$ cat src/rtl/rd_pkg.sv
// rd_pkg: shared mode encoding and count-width helper for the popcount pipeline.
package rd_pkg;
  typedef enum logic [1:0] {RD_MODE_BIT, RD_MODE_THR, RD_MODE_PAR, RD_MODE_ALL} rd_mode_e;
  function automatic int cw_of(input int n);
    return $clog2(n + 1);
  endfunction
endpackage

$ cat src/rtl/rd_group_count.sv
// rd_group_count: combinational ones-count of a G-bit slice, CW-wide result.
module rd_group_count #(
  parameter int G  = 4,
  parameter int CW = 3
) (
  input  logic [G-1:0]  bits_i,
  output logic [CW-1:0] cnt_o
);
  always_comb begin
    cnt_o = '0;
    for (int i = 0; i < G; i++) cnt_o = cnt_o + CW'(bits_i[i]);
  end
endmodule

$ cat src/rtl/rd_popcount_pipe.sv
// rd_popcount_pipe: pipelined ones-count with a per-word derived bit and a
// single global advance shared by every stage, so bubbles are kept in place.
module rd_popcount_pipe import rd_pkg::*; #(
  parameter int  N_IN = 7,
  parameter int  PIPE = 2,
  localparam int CW   = cw_of(N_IN)
) (
  input  logic            clk,
  input  logic            rst_n,
  input  logic            in_valid,
  output logic            in_ready,
  input  logic [N_IN-1:0] in_data,
  input  logic [1:0]      in_mode,
  input  logic [CW-1:0]   in_sel,
  output logic            out_valid,
  input  logic            out_ready,
  output logic [CW-1:0]   out_count,
  output logic            out_bit
);
  localparam int G  = (N_IN + PIPE - 1) / PIPE;
  localparam int NG = (N_IN + G - 1) / G;
  localparam int PW = NG * G;
  typedef logic [NG-1:0][CW-1:0] part_t;
  logic [PW-1:0]           din;
  part_t                   grp;
  part_t [PIPE-1:0]        p_q, p_d;
  part_t [PIPE:0]          pc;
  logic [PIPE-1:0][1:0]    m_q;
  logic [PIPE:0][1:0]      mc;
  logic [PIPE-1:0][CW-1:0] s_q;
  logic [PIPE:0][CW-1:0]   sc;
  logic [PIPE-1:0]         v_q;
  logic [PIPE:0]           vc;
  logic [CW-1:0]           sum_c, sh_c;
  logic                    bit_d, bit_q, adv;
  rd_mode_e                mode_l;
  assign din = PW'(in_data);
  genvar i;
  for (i = 0; i < NG; i++) begin : g_grp
    rd_group_count #(.G(G), .CW(CW)) u_grp (.bits_i(din[i*G +: G]), .cnt_o(grp[i]));
  end
  // Index 0 of each chain is the incoming word; index s+1 is stage s.
  assign pc = {p_q, grp};
  assign mc = {m_q, in_mode};
  assign sc = {s_q, in_sel};
  assign vc = {v_q, in_valid};
  assign adv = !v_q[PIPE-1] || out_ready;
  assign in_ready = adv;
  assign mode_l = rd_mode_e'(mc[PIPE-1]);
  // Stage 0 keeps the group partials; every later stage folds them into slot 0.
  always_comb begin
    sum_c = '0;
    for (int s = 0; s < PIPE; s++) begin
      sum_c = '0;
      for (int g = 0; g < NG; g++) sum_c = sum_c + pc[s][g];
      p_d[s] = (s == 0 && PIPE > 1) ? pc[s] : part_t'(sum_c);
    end
    sh_c  = p_d[PIPE-1][0] >> sc[PIPE-1];
    bit_d = mode_l == RD_MODE_BIT ? sh_c[0] :
            mode_l == RD_MODE_THR ? (p_d[PIPE-1][0] >= sc[PIPE-1]) :
            mode_l == RD_MODE_PAR ? p_d[PIPE-1][0][0] :
                                    (p_d[PIPE-1][0] == CW'(N_IN));
  end
  always_ff @(posedge clk or negedge rst_n) begin
    if (!rst_n) begin
      p_q   <= '0;
      m_q   <= '0;
      s_q   <= '0;
      v_q   <= '0;
      bit_q <= 1'b0;
    end else if (adv) begin
      p_q   <= p_d;
      m_q   <= mc[PIPE-1:0];
      s_q   <= sc[PIPE-1:0];
      v_q   <= vc[PIPE-1:0];
      bit_q <= bit_d;
    end
  end
  assign out_valid = v_q[PIPE-1];
  assign out_count = p_q[PIPE-1][0];
  assign out_bit   = bit_q;
endmodule

$ cat config.mk
export PLATFORM = sky130hd
export DESIGN_NAME = rd_popcount_pipe
export DESIGN_NICKNAME = d
export VERILOG_FILES = /design/src/rtl/rd_pkg.sv /design/src/rtl/rd_group_count.sv /design/src/rtl/rd_popcount_pipe.sv
export SDC_FILE = /design/constraint.sdc
export NUM_CORES = 1
export LEC_CHECK = 0
export BUFFER_PORTS_ARGS = -buffer_cell sky130_fd_sc_hd__buf_2
export CAP_MARGIN = 20
export CORE_ASPECT_RATIO = 0.8
export CORE_MARGIN = 8
export CORE_UTILIZATION = 47
export DETAILED_ROUTE_END_ITERATION = 10
export GPL_TIMING_DRIVEN = 0
export PLACE_DENSITY_LB_ADDON = 0.08
export SYNTH_ARGS = -nofsm -noshare
export SYNTH_HDL_FRONTEND = slang
export SYNTH_SLANG_ARGS = --single-unit
$ cat constraint.sdc
create_clock -name clk -period 1.93 [get_ports clk]
set_input_delay 0.386 -clock clk [delete_from_list [all_inputs] [get_ports clk]]
set_output_delay 0.386 -clock clk [all_outputs]
set_load 0.05 [all_outputs]
### Word-level counts from Yosys, hierarchy flattened

Cells that the tools add are included.

* equality and inequality tests: 3
* divide/modulo/power cells: 0
* multiply operators: 0
* bitwise operators: 0
* order comparisons: 1
* shift operators: 1
* reduce and logical (&&, ||, !) cells: 3
* $add $sub $neg: 6
* multiplexer cells: 3

Operators by type and width (number)
* $add A3 B1 Y3: 3
* $add A1 B1 Y2: 2
* $add A3 B3 Y3: 1
* $eq A3 B3 Y1 const B: 1
* $ge A3 B3 Y1: 1
* $mux W1: 3
* $shr A3 B3 Y1: 1
* $eq A2 B1 Y1 const B: 1
* $eq A2 B2 Y1 const B: 1
* $logic_not A2 Y1: 1
* $logic_not A1 Y1: 1
* $logic_or A1 B1 Y1: 1

* memories: 0
* register bits: 17
* logic and storage cells: 24
* latch bits: 0
* input bits: 16
* RAM bits: 0
* output and inout port bits: 6
* memory bits (read-only): 0

### Logic depth before layout (Yosys ltp)

* depth after elaboration: 5
* mapped depth: 8
* gate-level depth less buffers: 8

### Hierarchy

A second synthesis with hierarchy kept.

* cells, all modules: 82
* area, all modules: 959.7 sq um

By module, submodules not included
* rd_popcount_pipe: cells an instance 66, sequential area each 425.4 sq um, area an instance 832.0 sq um, times used 1
* rd_group_count: cells an instance 8, sequential area each 0.0 sq um, area an instance 63.8 sq um, times used 2

### Worst setup path after synthesis

Ideal clock, no wire load.

* path type: register to register
* start: reg p_q[0] in the netlist's numbering
* end: reg bit_q, in the netlist out_bit
* clock period less this slack: 1865 ps
* path buffers: 0
* setup slack: 65 ps
* library setup time: 94 ps
* data arrival time: 1771 ps
* cell stages (with the launch flop): 9
* data required time: 1836 ps
* path through: dfrtp_1 ha_1 inv_1 fa_1 xnor2_2 ha_1 o21ai_0 o211a_1 a211oi_1

* word-level cells in the longest chain between the ends: 5
* elaborated cells on any way between the ends: 7
* classes of those cells: 1 x add/sub; 1 x order compare; 1 x eq/ne; 1 x shift; 3 x mux

Ends and longest elaborated chain
* start, declared: RTL line rd_popcount_pipe.sv:26 `part_t [PIPE-1:0] p_q, p_d;`
* start signal, assigned: RTL line rd_popcount_pipe.sv:72 `p_q <= p_d;`
* $add A3 B3 Y3 (*): RTL line rd_popcount_pipe.sv:55 `for (int g = 0; g < NG; g++) sum_c = sum_c + pc[s][g];`
* named net sum_c[2]: RTL line rd_popcount_pipe.sv:34 `logic [CW-1:0] sum_c, sh_c;`
* branches (longest 3 deep; another with $ge A3 B3 Y1)
* $mux W1 (*): RTL line rd_popcount_pipe.sv:59 `bit_d = mode_l == RD_MODE_BIT ? sh_c[0] :`
* end signal, assigned: RTL line rd_popcount_pipe.sv:76 `bit_q <= bit_d;`
* end, declared: RTL line rd_popcount_pipe.sv:35 `logic bit_d, bit_q, adv;`

Mark *: on every way through the listed nets, which the timed path passes.
A chain may end at the register's enable or synchronous reset.

### Worst setup path after layout

Same ends and word-level chain as after synthesis.

==> qor.txt <==
Pin count of the biggest net entering global routing - 18
Status - finished with violations
Static Leak - 0.592 nW
Total Power - 1.40 mW
Worst vdd rail ir drop - 0.765 mV
Synth Cell Area - 968 µm²
Worst slew pin tran - 0.398 ns
Max-Slew Margin vs Limit - 73.4%
Worst-path clk slew - 0.10 ns
Synth Instances - 83
GRT Total Usage - 11.0%
CTS Sinks - 17
Crit path from - p_q[0]
WL final - 1.96 mm
Share of cells above drive strength 1 - 47.3%
EDFF count, synth - 0
Power per cell area - 1160 mW/mm²
Fmax achieved - 0.517 GHz
Startpoint Class - flip-flop
Fin nets - 139
RSZ-0062 raised after global routing - true
Worst EP arrival - 2.15 ns
Global-route wire length before repair - 3.31 mm
I/O pins - 22
CTS tree - built
Worst skew pair latency - 0.29 ns
Vias post-DR - 696
Endpoints failing setup - 1
Placed Cells incl. Taps - 128
N_diodes - 0
Post-DR vias/cell - 5.19
Core Rows - 14
Initial antenna violation count - 0
Seq/Total Area, Yosys - 43.9%
Top post-synthesis cells by count - dfrtp_1 (17), ha_1 (9), mux2_2 (9), inv_1 (8), nand2_1 (6)
Starting Density - 50.7%
Reg-to-reg critical path startpoint - p_q[0]
Mapped Nets - 111
Skew final - 0.00170 ns
Wirelength per Cell - 14.6 µm
Syn Area/Cell - 11.7 µm²
Yosys top cell by area - dfrtp_1
Slew Limit Fails - 0
Worst Hold Class - primary input to asynchronous set/reset pin
Area grow syn2layout - 24.2%
Util after Layout - 63.0%
Post-route DRC violation count - 0
Clock period minus worst slack - 1.93 ns
Type of destination of the critical path - flip-flop
Failing checks - negative hold slack, negative setup slack
Worst hold slack - -0.00216 ns
Finished Layout Cells - 134
Pre-antenna DRT Iters - 4
Number of global-route vias before repair - 715
Setup TNS - -0.00356 ns
# port buffers - 21
PnR worst setup slack - -0.00356 ns
CTS Buf Count - 3
Post-synth top flop - dfrtp_1
CTS hold repair buffers - 0
Hpwl dp - 1.48 mm
CP Max Fanout - 2
Final worst-path cycle share - 100%
Synth warnings - 0
Synth cell types - 24
H-tree depth - 1
Routability cong. - 0.729
Yosys reg bits - 17
Core box area - 0.00191 mm²
Max-Cap Viols - 0
Clk buf depth - 2
DRT iter0 DRCs - 41
Post-synth ARST share - 100%
Crit path capture - out_bit
Worst R2R End - out_bit
Kind of critical path - flip-flop to flip-flop
Root Driver - clkbuf_4
DIE AREA - 0.00378 mm²
Synth area leaders - dfrtp_1 (44%), ha_1 (12%), mux2_2 (10%)
ANT nets after route - 0
Worst Reg-to-Reg Cells - 8
Die H - 56.6 µm
Yosys top cell area share - 43.9%
Count leader, synth - dfrtp_1
Final hold vios - 14
GR Overflow Total - 0
Worst R2R Setup Slack - -0.004 ns
Die width - 66.8 µm
Crit path required time - 2.15 ns
-- registers in the layout (all words and copies together) (netlist names) --
| signal | flops |
|---|---|
| out_bit | 1 |
| s_q | 3 |
| p_q | 6 |
| mode_l | 2 |
| out_count | 3 |
| v_q | 2 |
-- critical path, stage by stage, from the launching register on --
cell	delay [ns]
dfrtp_1	0.36
ha_2	0.18
inv_2	0.04
fa_2	0.37
xnor2_4	0.15
ha_4	0.27
o21ai_1	0.06
o211a_1	0.24
a211oi_2	0.17
-- layout make-up --
class | instances | area (µm²)
Fill cell | 162 | 707
Multi-Input combinational cell | 52 | 520
Sequential cell | 17 | 425
Timing Repair Buffer | 23 | 123
Buffer | 6 | 46.3
Inverter | 8 | 30.0
Tap cell | 24 | 30.0
Clock buffer | 3 | 22.5
Clock inverter | 1 | 5.00
-- cells by family (layout without fill, tap and decap cells) --
kind of cell	Yosys count	count (layout)	synth area share, %
compound gates	14	14	9.17
buf+inv	14	41	7.62
fa+ha+maj	12	12	17.8
xor+xnor	2	2	2.58
mux	10	10	12.0
flops	17	17	43.9
simple gates	14	14	6.85
-- how the worst min path moves through the flow --
stage | start | slack (ns) | endpoint | cells after the start
6_report | rst_n | -0.002 | out_count[1] | 1
5_1_grt | rst_n | 0.02 | out_count[1] | 1
4_1_cts | rst_n | 0.0004 | p_q[1] | 1
3_5_place_dp | rst_n | 0.33 | out_count[1] | 1
3_3_place_gp | rst_n | 0.33 | out_count[1] | 1
2_1_floorplan | rst_n | 0.09 | mode_l[0] | 0
-- layout by cell type, fill, tap and decap left out, types with 3 or more instances in the layout --
cell      Yosys  routed
o21ai_0       5       4
dfrtp_1      17      17
nand2_1       6       6
mux2_2        9       9
clkbuf_4      0       5
buf_4         3       5
nand2b_1      3       3
ha_1          9       6
o211ai_1      3       3
inv_1         8       6
buf_2         2      21
-- metal layers --
layer | wire length, µm | GRT usage (%)
met1 | 824 | 12.9
met3 | 156 | 5.15
met5 | 0 | 0
met4 | 10 | 1.82
met2 | 964 | 18.0
-- through the flow --
stage / worst slack, ns / cell area (µm²)
2_1_floorplan: 0.0654 / 968
3_3_place_gp: -0.0487 / 1100
3_5_place_dp: -0.0885 / 1100
4_1_cts: -0.0465 / 1180
5_1_grt: -0.0826 / 1200
6_report: -0.00356 / 1200
-- what timing repair did --
action / CTS / global route
pin swaps: 3 / 1
endpoints found under the setup margin: 1 / 2
resized for setup: 8 / 4
buffers inserted: 2 / 0
-- where the power goes --
| group | total [mW] | switching, mW | internal, mW |
|---|---|---|---|
| Combinational | 0.715 | 0.400 | 0.315 |
| Clock | 0.196 | 0.119 | 0.0772 |
| Sequential | 0.487 | 0.0516 | 0.435 |
No activity file was read; power rests on OpenSTA's default activity.
